`src/rtl/pc_pkg.sv`:
```
// Shared definitions for the program counter block.
//   PC_W          : program counter / address width
//   CMD_*         : per-cycle command codes after priority resolution
//   sp_width()    : stack-pointer width for a given return-stack depth
package pc_pkg;

  localparam int unsigned PC_W  = 8;
  localparam int unsigned CMD_W = 3;

  localparam logic [CMD_W-1:0] CMD_HOLD = 3'd0;
  localparam logic [CMD_W-1:0] CMD_INC  = 3'd1;
  localparam logic [CMD_W-1:0] CMD_LD   = 3'd2;
  localparam logic [CMD_W-1:0] CMD_CALL = 3'd3;
  localparam logic [CMD_W-1:0] CMD_RET  = 3'd4;

  // Pointer must represent 0..depth inclusive, hence one extra bit.
  function automatic int unsigned sp_width(input int unsigned depth);
    return $clog2(depth) + 1;
  endfunction

endpackage

```
`src/rtl/program_counter_if.sv`:
```
// Command/status bundle between the sequencer (master) and the PC (slave).
//   inc, ld, call, ret, target : commands and jump/call destination
//   PC                         : registered program counter
//   stk_full, stk_empty        : return-stack occupancy (combinational)
//   err                        : sticky stack overflow/underflow flag
interface program_counter_if;
  import pc_pkg::*;

  logic            inc;
  logic            ld;
  logic            call;
  logic            ret;
  logic [PC_W-1:0] target;
  logic [PC_W-1:0] PC;
  logic            stk_full;
  logic            stk_empty;
  logic            err;

  modport master (output inc, ld, call, ret, target,
                  input  PC, stk_full, stk_empty, err);
  modport slave  (input  inc, ld, call, ret, target,
                  output PC, stk_full, stk_empty, err);
endinterface

```
`src/rtl/pc_stack.sv`:
```
// Return-address LIFO.
//   clk, rst   : clock, synchronous active-high reset (clears pointer only)
//   push, pop  : ignored when full / empty respectively
//   push_data  : value stored on push
//   top_data   : most recently pushed entry (undefined when empty)
//   full/empty : occupancy flags, combinational from the pointer
module pc_stack
  import pc_pkg::*;
#(
  parameter int unsigned DEPTH = 4,
  parameter int unsigned W     = PC_W
) (
  input  logic         clk,
  input  logic         rst,
  input  logic         push,
  input  logic         pop,
  input  logic [W-1:0] push_data,
  output logic [W-1:0] top_data,
  output logic         full,
  output logic         empty
);

  localparam int unsigned SP_W  = sp_width(DEPTH);
  localparam int unsigned IDX_W = $clog2(DEPTH);

  logic [W-1:0]    mem [DEPTH];
  logic [SP_W-1:0] sp;

  assign full     = (sp == SP_W'(DEPTH));
  assign empty    = (sp == '0);
  assign top_data = mem[IDX_W'(sp - SP_W'(1))];

  // Stack pointer: saturating, never wraps.
  always_ff @(posedge clk) begin
    if (rst) begin
      sp <= '0;
    end else if (push && !full) begin
      sp <= sp + SP_W'(1);
    end else if (pop && !empty) begin
      sp <= sp - SP_W'(1);
    end
  end

  // Storage has no reset; only the pointer defines validity.
  always_ff @(posedge clk) begin
    if (!rst && push && !full) begin
      mem[IDX_W'(sp)] <= push_data;
    end
  end

endmodule

```
`src/rtl/program_counter.sv`:
```
// Program counter with optional return-address stack.
//   clk : clock          rst : synchronous active-high reset
//   bus : program_counter_if.slave (commands in, PC/status out)
// Build option: define PC_STACK_EN to compile in the call/return stack;
// without it call acts as ld, ret is ignored and status is constant.
module program_counter
  import pc_pkg::*;
#(
  parameter int unsigned     STACK_DEPTH = 4,
  parameter logic [PC_W-1:0] RESET_VEC   = 8'h00
) (
  input  logic            clk,
  input  logic            rst,
  program_counter_if.slave bus
);

  logic [PC_W-1:0]  pc_q, pc_nxt;
  logic             err_q, err_nxt;
  logic [CMD_W-1:0] cmd;

  assign bus.PC  = pc_q;
  assign bus.err = err_q;

`ifdef PC_STACK_EN
  logic            push, pop, full, empty;
  logic [PC_W-1:0] top_data;

  // Priority: ret > call > ld > inc > hold.
  always_comb begin
    cmd = CMD_HOLD;
    if (bus.ret)       cmd = CMD_RET;
    else if (bus.call) cmd = CMD_CALL;
    else if (bus.ld)   cmd = CMD_LD;
    else if (bus.inc)  cmd = CMD_INC;
  end

  pc_stack #(
    .DEPTH (STACK_DEPTH),
    .W     (PC_W)
  ) u_stack (
    .clk       (clk),
    .rst       (rst),
    .push      (push),
    .pop       (pop),
    .push_data (pc_q + PC_W'(1)),
    .top_data  (top_data),
    .full      (full),
    .empty     (empty)
  );

  // Next PC, stack strobes and sticky error.
  always_comb begin
    pc_nxt  = pc_q;
    err_nxt = err_q;
    push    = 1'b0;
    pop     = 1'b0;
    case (cmd)
      CMD_RET: begin
        if (empty) begin
          err_nxt = 1'b1;
        end else begin
          pop    = 1'b1;
          pc_nxt = top_data;
        end
      end
      CMD_CALL: begin
        if (full) begin
          err_nxt = 1'b1;
        end else begin
          push   = 1'b1;
          pc_nxt = bus.target;
        end
      end
      CMD_LD:  pc_nxt = bus.target;
      CMD_INC: pc_nxt = pc_q + PC_W'(1);
      default: ;
    endcase
  end

  assign bus.stk_full  = full;
  assign bus.stk_empty = empty;
`else
  // Without a stack, call is a plain jump and ret is dropped.
  always_comb begin
    cmd = CMD_HOLD;
    if (bus.call || bus.ld) cmd = CMD_LD;
    else if (bus.inc)       cmd = CMD_INC;
  end

  always_comb begin
    pc_nxt  = pc_q;
    err_nxt = 1'b0;
    case (cmd)
      CMD_LD:  pc_nxt = bus.target;
      CMD_INC: pc_nxt = pc_q + PC_W'(1);
      default: ;
    endcase
  end

  assign bus.stk_full  = 1'b0;
  assign bus.stk_empty = 1'b1;
`endif

  // State registers; reset overrides every command.
  always_ff @(posedge clk) begin
    if (rst) begin
      pc_q  <= RESET_VEC;
      err_q <= 1'b0;
    end else begin
      pc_q  <= pc_nxt;
      err_q <= err_nxt;
    end
  end

endmodule

```
`src/flat_wrapper.sv`:
```
// flat-port wrapper written by rule: the top's interface ports become plain ports
module program_counter_flat import pc_pkg::*;
#(
  parameter int unsigned     STACK_DEPTH = 4,
  parameter logic [PC_W-1:0] RESET_VEC   = 8'h00
)
  (clk, rst, bus_inc, bus_ld, bus_call, bus_ret, bus_target, bus_PC, bus_stk_full, bus_stk_empty, bus_err);
  program_counter_if bus_i ();
  input  logic clk;
  input  logic rst;
  input wire logic [$bits(bus_i.inc)-1:0] bus_inc;
  input wire logic [$bits(bus_i.ld)-1:0] bus_ld;
  input wire logic [$bits(bus_i.call)-1:0] bus_call;
  input wire logic [$bits(bus_i.ret)-1:0] bus_ret;
  input wire logic [$bits(bus_i.target)-1:0] bus_target;
  output wire logic [$bits(bus_i.PC)-1:0] bus_PC;
  output wire logic [$bits(bus_i.stk_full)-1:0] bus_stk_full;
  output wire logic [$bits(bus_i.stk_empty)-1:0] bus_stk_empty;
  output wire logic [$bits(bus_i.err)-1:0] bus_err;
  assign bus_i.inc = bus_inc;
  assign bus_i.ld = bus_ld;
  assign bus_i.call = bus_call;
  assign bus_i.ret = bus_ret;
  assign bus_i.target = bus_target;
  assign bus_PC = bus_i.PC;
  assign bus_stk_full = bus_i.stk_full;
  assign bus_stk_empty = bus_i.stk_empty;
  assign bus_err = bus_i.err;
  program_counter #(.STACK_DEPTH(STACK_DEPTH), .RESET_VEC(RESET_VEC)) u_core (.clk(clk), .rst(rst), .bus(bus_i));
endmodule
```
`config.mk`:
```
export PLATFORM = sky130hd
export DESIGN_NAME = program_counter_flat
export DESIGN_NICKNAME = d
export VERILOG_FILES = /design/src/rtl/pc_pkg.sv /design/src/rtl/program_counter_if.sv /design/src/rtl/pc_stack.sv /design/src/rtl/program_counter.sv /design/src/flat_wrapper.sv
export SDC_FILE = /design/constraint.sdc
export NUM_CORES = 1
export LEC_CHECK = 0
export CAP_MARGIN = 20
export CELL_PAD_IN_SITES_DETAIL_PLACEMENT = 1
export CELL_PAD_IN_SITES_GLOBAL_PLACEMENT = 2
export CORE_MARGIN = 2
export CORE_UTILIZATION = 21
export DETAILED_ROUTE_END_ITERATION = 8
export GPL_TIMING_DRIVEN = 1
export PLACE_DENSITY = 0.85
export SLEW_MARGIN = 0
export SYNTH_ARGS = -nofsm -noshare
export SYNTH_HDL_FRONTEND = slang
export SYNTH_SLANG_ARGS = --single-unit
```
`constraint.sdc`:
```
create_clock -name clk -period 3.15 [get_ports clk]
set_input_delay 0.315 -clock clk [delete_from_list [all_inputs] [get_ports clk]]
set_output_delay 0.315 -clock clk [all_outputs]
set_load 0.01 [all_outputs]
```
==> reports/results.ini, run 1 <==
[grt]
grt_usage_pct = 10.42
grt_pass1_vias = 458
grt_antenna_before_repair = 0
grt_pass1_wl_mm = 2.063
grt_max_degree = 17
grt-ovfl-total = 0

[routing]
post-route-drc-count = 0
routed_wl_mm = 1.122
ant_nets = 0
met1_length_um = 529
vias_per_cell = 4.459
wl_met2_um = 500
wl_per_cell_um = 11.45
dr.first_iter.drc_count = 5
first_pass_iters = 3
dr_wl_met3_um = 92
highest_layer = met3
vias = 437

[synthesis]
yosysWarnings = 0
seq_area_frac_synth_pct = 35.56
synthDistinctLibCells = 19
ys_ff_latch = 8
syn_inst = 52
synth_area_sq_um = 450.4
syn_avg_cell_area_sq_um = 8.662

[floorplan]
die-area_sq_um = 2532
die_x_um = 50.32
pin_count = 25
chipHeight_um = 50.32
row_count = 16
start_util_pct = 22.50
fp.coreArea_sq_um = 2002

[clock_tree]
postCtsSetupBuffers = 0
htree_levels = 1
numCtsBuffers = 3
cts.sinks = 8
clk_latency_ns = 0.25
cts_resized = 0
cts_tree = built
clock_tree.root_cell = clkbuf_4
clkTransAtPathRegs_ns = 0.06
postCtsHoldBufs = 0
cts_buffer_depth = 2

[setup_path]
crit_family = buffers and inverters
slowest_stage = clkdlybuf4s50_1
crit_chain = clkdlybuf4s50_1
startpoint_type = flip-flop
crit_path_end_kind = output port
cp.arrival_ns = 1.28
required_ns = 2.83
critPathMaxStageDelay_ns = 0.58
path_max_fanout = 6
critical_path_class = flip-flop to output port
crit_buf_inv = 1

[timing]
layout_min_cycle_time_ns = 1.597
final.setup.tns_ns = 0
slew_violations = 0
clock.fmax_ghz = 0.6261
final.period_utilization_pct = 50.70
hold_viol_final = 0
timing.final.ws_setup_ns = 1.553
finalSetupViolCount = 0
fin_worst_skew_ns = 0.002676
grt_setup_unrepaired = no

[power]
p_per_area_nw_per_um2 = 377.5
leakagePower_nw = 0.2382
ir_drop_mv = 0.09255

[worst_hold_path]
min_path_type = flip-flop to flip-flop

[run]
cap_violations = 0

[layout]
mostFrequentLayoutCells = clkdlybuf4s50_1, nor2_1, dfxtp_1
drive_gt1_share_pct = 9.859
nets = 88
largest_reg_flops = 8
areaGrowthSynthToFinish_pct = 51.39
antenna_cells = 0
final_common_cell = clkdlybuf4s50_1

[placed_design]
pre_cts_ws_ns = 1.383
numPortBuffers = 20
dpl.hpwl_um = 851
gp_congestion = 0.7091

[status]
status = finished clean

-- power by group --
part | switching, mW | internal [mW] | leakage, nW
Sequential | 0.0103 | 0.109 | 0.0667
Combinational | 0.0231 | 0.0357 | 0.158
Clock | 0.0357 | 0.0437 | 0.0138
-- per-layer routing --
layer,vias up,global-route usage [%]
met3,0,2.679
met4,0,4.054
met2,17,17.11
li1,221,-
met1,199,12.98
met5,-,0
-- final cells by class --
type                            count  area [sq um]
Timing Repair Buffer               21         207.7
Fill cell                         245          1320
Sequential cell                     8         160.2
Tap cell                           27         33.78
Clock buffer                        3         22.52
Multi-Input combinational cell     39         257.7
-- metrics by stage --
| stage | cell area [sq um] | util, % | power (mW) | hold slack, ns | instances |
|---|---|---|---|---|---|
| floorplan | 454.2 | - | 0.1488 | 0.4958 | 53 |
| global placement | 659.4 | 32.94 | 0.1800 | 0.5338 | 95 |
| detailed placement | 659.4 | 32.94 | 0.1808 | 0.5426 | 95 |
| CTS | 681.9 | 34.06 | 0.2604 | 0.5558 | 98 |
| global route | 681.9 | 34.06 | 0.2722 | 0.5819 | 98 |
| finish | 681.9 | 34.06 | 0.2574 | 0.5505 | 98 |
-- Yosys cell counts --
library cell | instances | area [sq um]
buf_1 | 1 | 3.750
xnor2_1 | 1 | 8.760
mux2i_1 | 1 | 10.01
nand2_1 | 1 | 3.750
or3_1 | 3 | 18.77
o21ai_0 | 3 | 15.01
nand3_1 | 2 | 10.01
nand4_1 | 3 | 18.77
a311oi_2 | 2 | 30.03
buf_4 | 3 | 22.52
buf_2 | 2 | 10.01
nand4_2 | 1 | 12.51
xor2_1 | 3 | 26.28
ha_1 | 1 | 12.51
nor2_1 | 9 | 33.78
a211oi_1 | 5 | 37.54
conb_1 | 2 | 7.510
a311oi_1 | 1 | 8.760
dfxtp_1 | 8 | 160.2
-- worst register-to-register path: stages, from the launching register on --
cell and delay [ns]:
dfxtp_1 0.44, ha_1 0.21, nand2_1 0.10, or3_1 0.34, a311oi_2 0.23
-- kinds of logic after synthesis --
family,share of synthesized area [%]
simple gates,21.67
xor+xnor,7.779
flops,35.55
buf+inv,8.054
compound gates,20.28
fa+ha+maj,2.777
other cells,1.667
mux,2.222
-- final timing paths --
path	endpoint	cells past startpoint	slack, ns	from
hold / removal	u_core.bus.PC[5]$_SDFFE_PP0P_	2	0.55	u_core.bus.PC[5]$_SDFFE_PP0P_
setup / recovery	bus_PC[2]	1	1.55	u_core.bus.PC[2]$_SDFFE_PP0P_
setup reg to reg	u_core.bus.PC[6]$_SDFFE_PP0P_	4	1.75	u_core.bus.PC[0]$_SDFFE_PP0P_
hold reg to reg	u_core.bus.PC[5]$_SDFFE_PP0P_	2	0.55	u_core.bus.PC[5]$_SDFFE_PP0P_
(Power assumes the default switching activity.)
==> inputs of run 2 (changes only) <==
- CORE_UTILIZATION: 21 -> 19
- PLACE_DENSITY: 0.85 -> 0.78
- clock period: 3.15 -> 1.5 ns (I/O delays scaled with it)
==> run 2 against run 1 <==
  * Worst setup slack got worse by 1.5 ns
  * Combinational power increased by 120%
  * Largest cell class unchanged
  * Flip-flop and latch count unchanged
==> reports/results.ini, run 2 (synthesis gave the netlist of run 1 again) <==
[floorplan]
pin_count = 25  ; unchanged
die-area_sq_um = 2776  ; +9.7%
chipHeight_um = 52.69  ; +4.7%
row_count = 17  ; +1
die_x_um = 52.69  ; +4.7%
fp.coreArea_sq_um = 2233  ; +12%
start_util_pct = 20.17  ; -2.3 points

[grt]
grt_antenna_before_repair = 0  ; unchanged
grt_pass1_wl_mm = 1.842  ; -11%
grt-ovfl-total = 0  ; unchanged
grt_usage_pct = 9.580  ; -0.84 points
grt_max_degree = 17  ; unchanged
grt_pass1_vias = 423  ; -7.6%

[setup_path]
slowest_stage = clkdlybuf4s50_1
crit_family = buffers and inverters
critical_path_class = flip-flop to output port
critPathMaxStageDelay_ns = 0.58  ; about the same
crit_buf_inv = 1  ; unchanged
cp.arrival_ns = 1.28  ; about the same
crit_chain = clkdlybuf4s50_1
crit_path_end_kind = output port
required_ns = 1.35  ; -1.48 ns
startpoint_type = flip-flop
path_max_fanout = 6  ; unchanged

[routing]
vias_per_cell = 4.408  ; -1.2%
dr.first_iter.drc_count = 3  ; -2
first_pass_iters = 3  ; unchanged
routed_wl_mm = 1.168  ; +4.1%
post-route-drc-count = 0  ; unchanged
vias = 454  ; +3.9%
wl_per_cell_um = 11.34  ; -0.95%
ant_nets = 0  ; unchanged

[power]
leakagePower_nw = 0.2568  ; +7.8%
p_per_area_nw_per_um2 = 761.3  ; +100%
seq_power_share_pct = 46.2  ; about the same
p_clk_share_pct = 29.5  ; -1.3 points
swShare_pct = 26.14  ; -0.72 points
combPwrFrac_pct = 24.3  ; +1.5 points
internal-power_uw = 401.0  ; +110%
p_switching_uw = 141.9  ; +110%
ir_drop_mv = 0.5438  ; +490%

[timing]
slew_violations = 0  ; unchanged
fin_worst_skew_ns = 0.006585  ; +0.003909 ns
layout_min_cycle_time_ns = 1.426
finalSetupViolCount = 0  ; unchanged
hold_viol_final = 0  ; unchanged
final.period_utilization_pct = 95.03
clock.fmax_ghz = 0.7015
grt_setup_unrepaired = no

[clock_tree]
htree_levels = 1  ; unchanged
clock_tree.root_cell = clkbuf_4
postCtsHoldBufs = 0  ; unchanged
cts_buffer_depth = 2  ; unchanged
cts.sinks = 8  ; unchanged
clk_latency_ns = 0.25  ; about the same
cts_tree = built
postCtsSetupBuffers = 0  ; unchanged
numCtsBuffers = 3  ; unchanged
clkTransAtPathRegs_ns = 0.05  ; about the same
cts_resized = 0  ; unchanged

[layout]
fin_cells = 103  ; +5.1%
largest_reg_flops = 8  ; unchanged
drive_gt1_share_pct = 14.67  ; +4.8 points
areaGrowthSynthToFinish_pct = 58.33
final_common_cell = clkdlybuf4s50_1
n_fill_cell = 282  ; +15%
nets = 92  ; +4.5%
final_core_util_pct = 31.93  ; -2.1 points
antenna_cells = 0  ; unchanged
mostFrequentLayoutCells = clkdlybuf4s50_1, nor2_1, dfxtp_1
design_area_sq_um = 713.2  ; +4.6%

[placed_design]
gp_congestion = 0.6957  ; -1.9%
numPortBuffers = 20  ; unchanged
dp.cells = 100  ; +5.3%
place_area_sq_um = 690.7  ; +4.7%

[run]
cap_violations = 0  ; unchanged

[worst_hold_path]
min_path_type = input port to flip-flop

[status]
status = finished clean

[run 2: cell count changes in the layout (fill, tap and decap cells not counted), sizes merged]
cell | previous run | this run
buf | 1 | 5
[run 2: final timing paths]
| check | cells after the start | slack, ns | endpoint | from |
|---|---|---|---|---|
| max | 1 | 0.07 | bus_PC[2] | u_core.bus.PC[2]$_SDFFE_PP0P_ |
| min | 3 | 0.49 | u_core.bus.PC[4]$_SDFFE_PP0P_ | bus_target[4] |
| max reg2reg | 4 | 0.12 | u_core.bus.PC[6]$_SDFFE_PP0P_ | u_core.bus.PC[0]$_SDFFE_PP0P_ |
| min reg2reg | 2 | 0.55 | u_core.bus.PC[5]$_SDFFE_PP0P_ | u_core.bus.PC[5]$_SDFFE_PP0P_ |
[run 2: through the flow]
stage | setup WS (ns) | total power [mW] | hold WS (ns) | TNS, ns
CTS | 0.05482 | 0.5538 | 0.4861 | 0
floorplan | 0.1713 | 0.3126 | 0.3308 | 0
global placement | -0.01443 | 0.3850 | 0.5361 | -0.01443
global route | 0.01000 | 0.5774 | 0.4868 | 0
detailed placement | -0.05910 | 0.3882 | 0.5470 | -0.09234
finish | 0.07450 | 0.5430 | 0.4920 | 0
[run 2: area by class of cell]
cell class	count	area (sq um)	share of cell area (%)
clock buffer	3	22.52	3.158
tap	28	35.03	4.912
timing repair buffer	25	237.7	33.33
multi-input combinational	39	257.7	36.14
sequential	8	160.2	22.46
[run 2: power by group through the flow]
stage / sequential, mW / combinational (mW) / clock, mW
4_1_cts: 0.251 / 0.134 / 0.168
2_1_floorplan: 0.258 / 0.0542 / 0
3_5_place_dp: 0.255 / 0.133 / 0
5_1_grt: 0.254 / 0.143 / 0.181
3_3_place_gp: 0.255 / 0.130 / 0
6_report: 0.251 / 0.132 / 0.160
[run 2: metal layers]
layer	GRT usage, %	part of all wire, %
met1	9.915	40
met2	15.42	50
met3	6.857	10
met4	2.564	0
met5	0	0
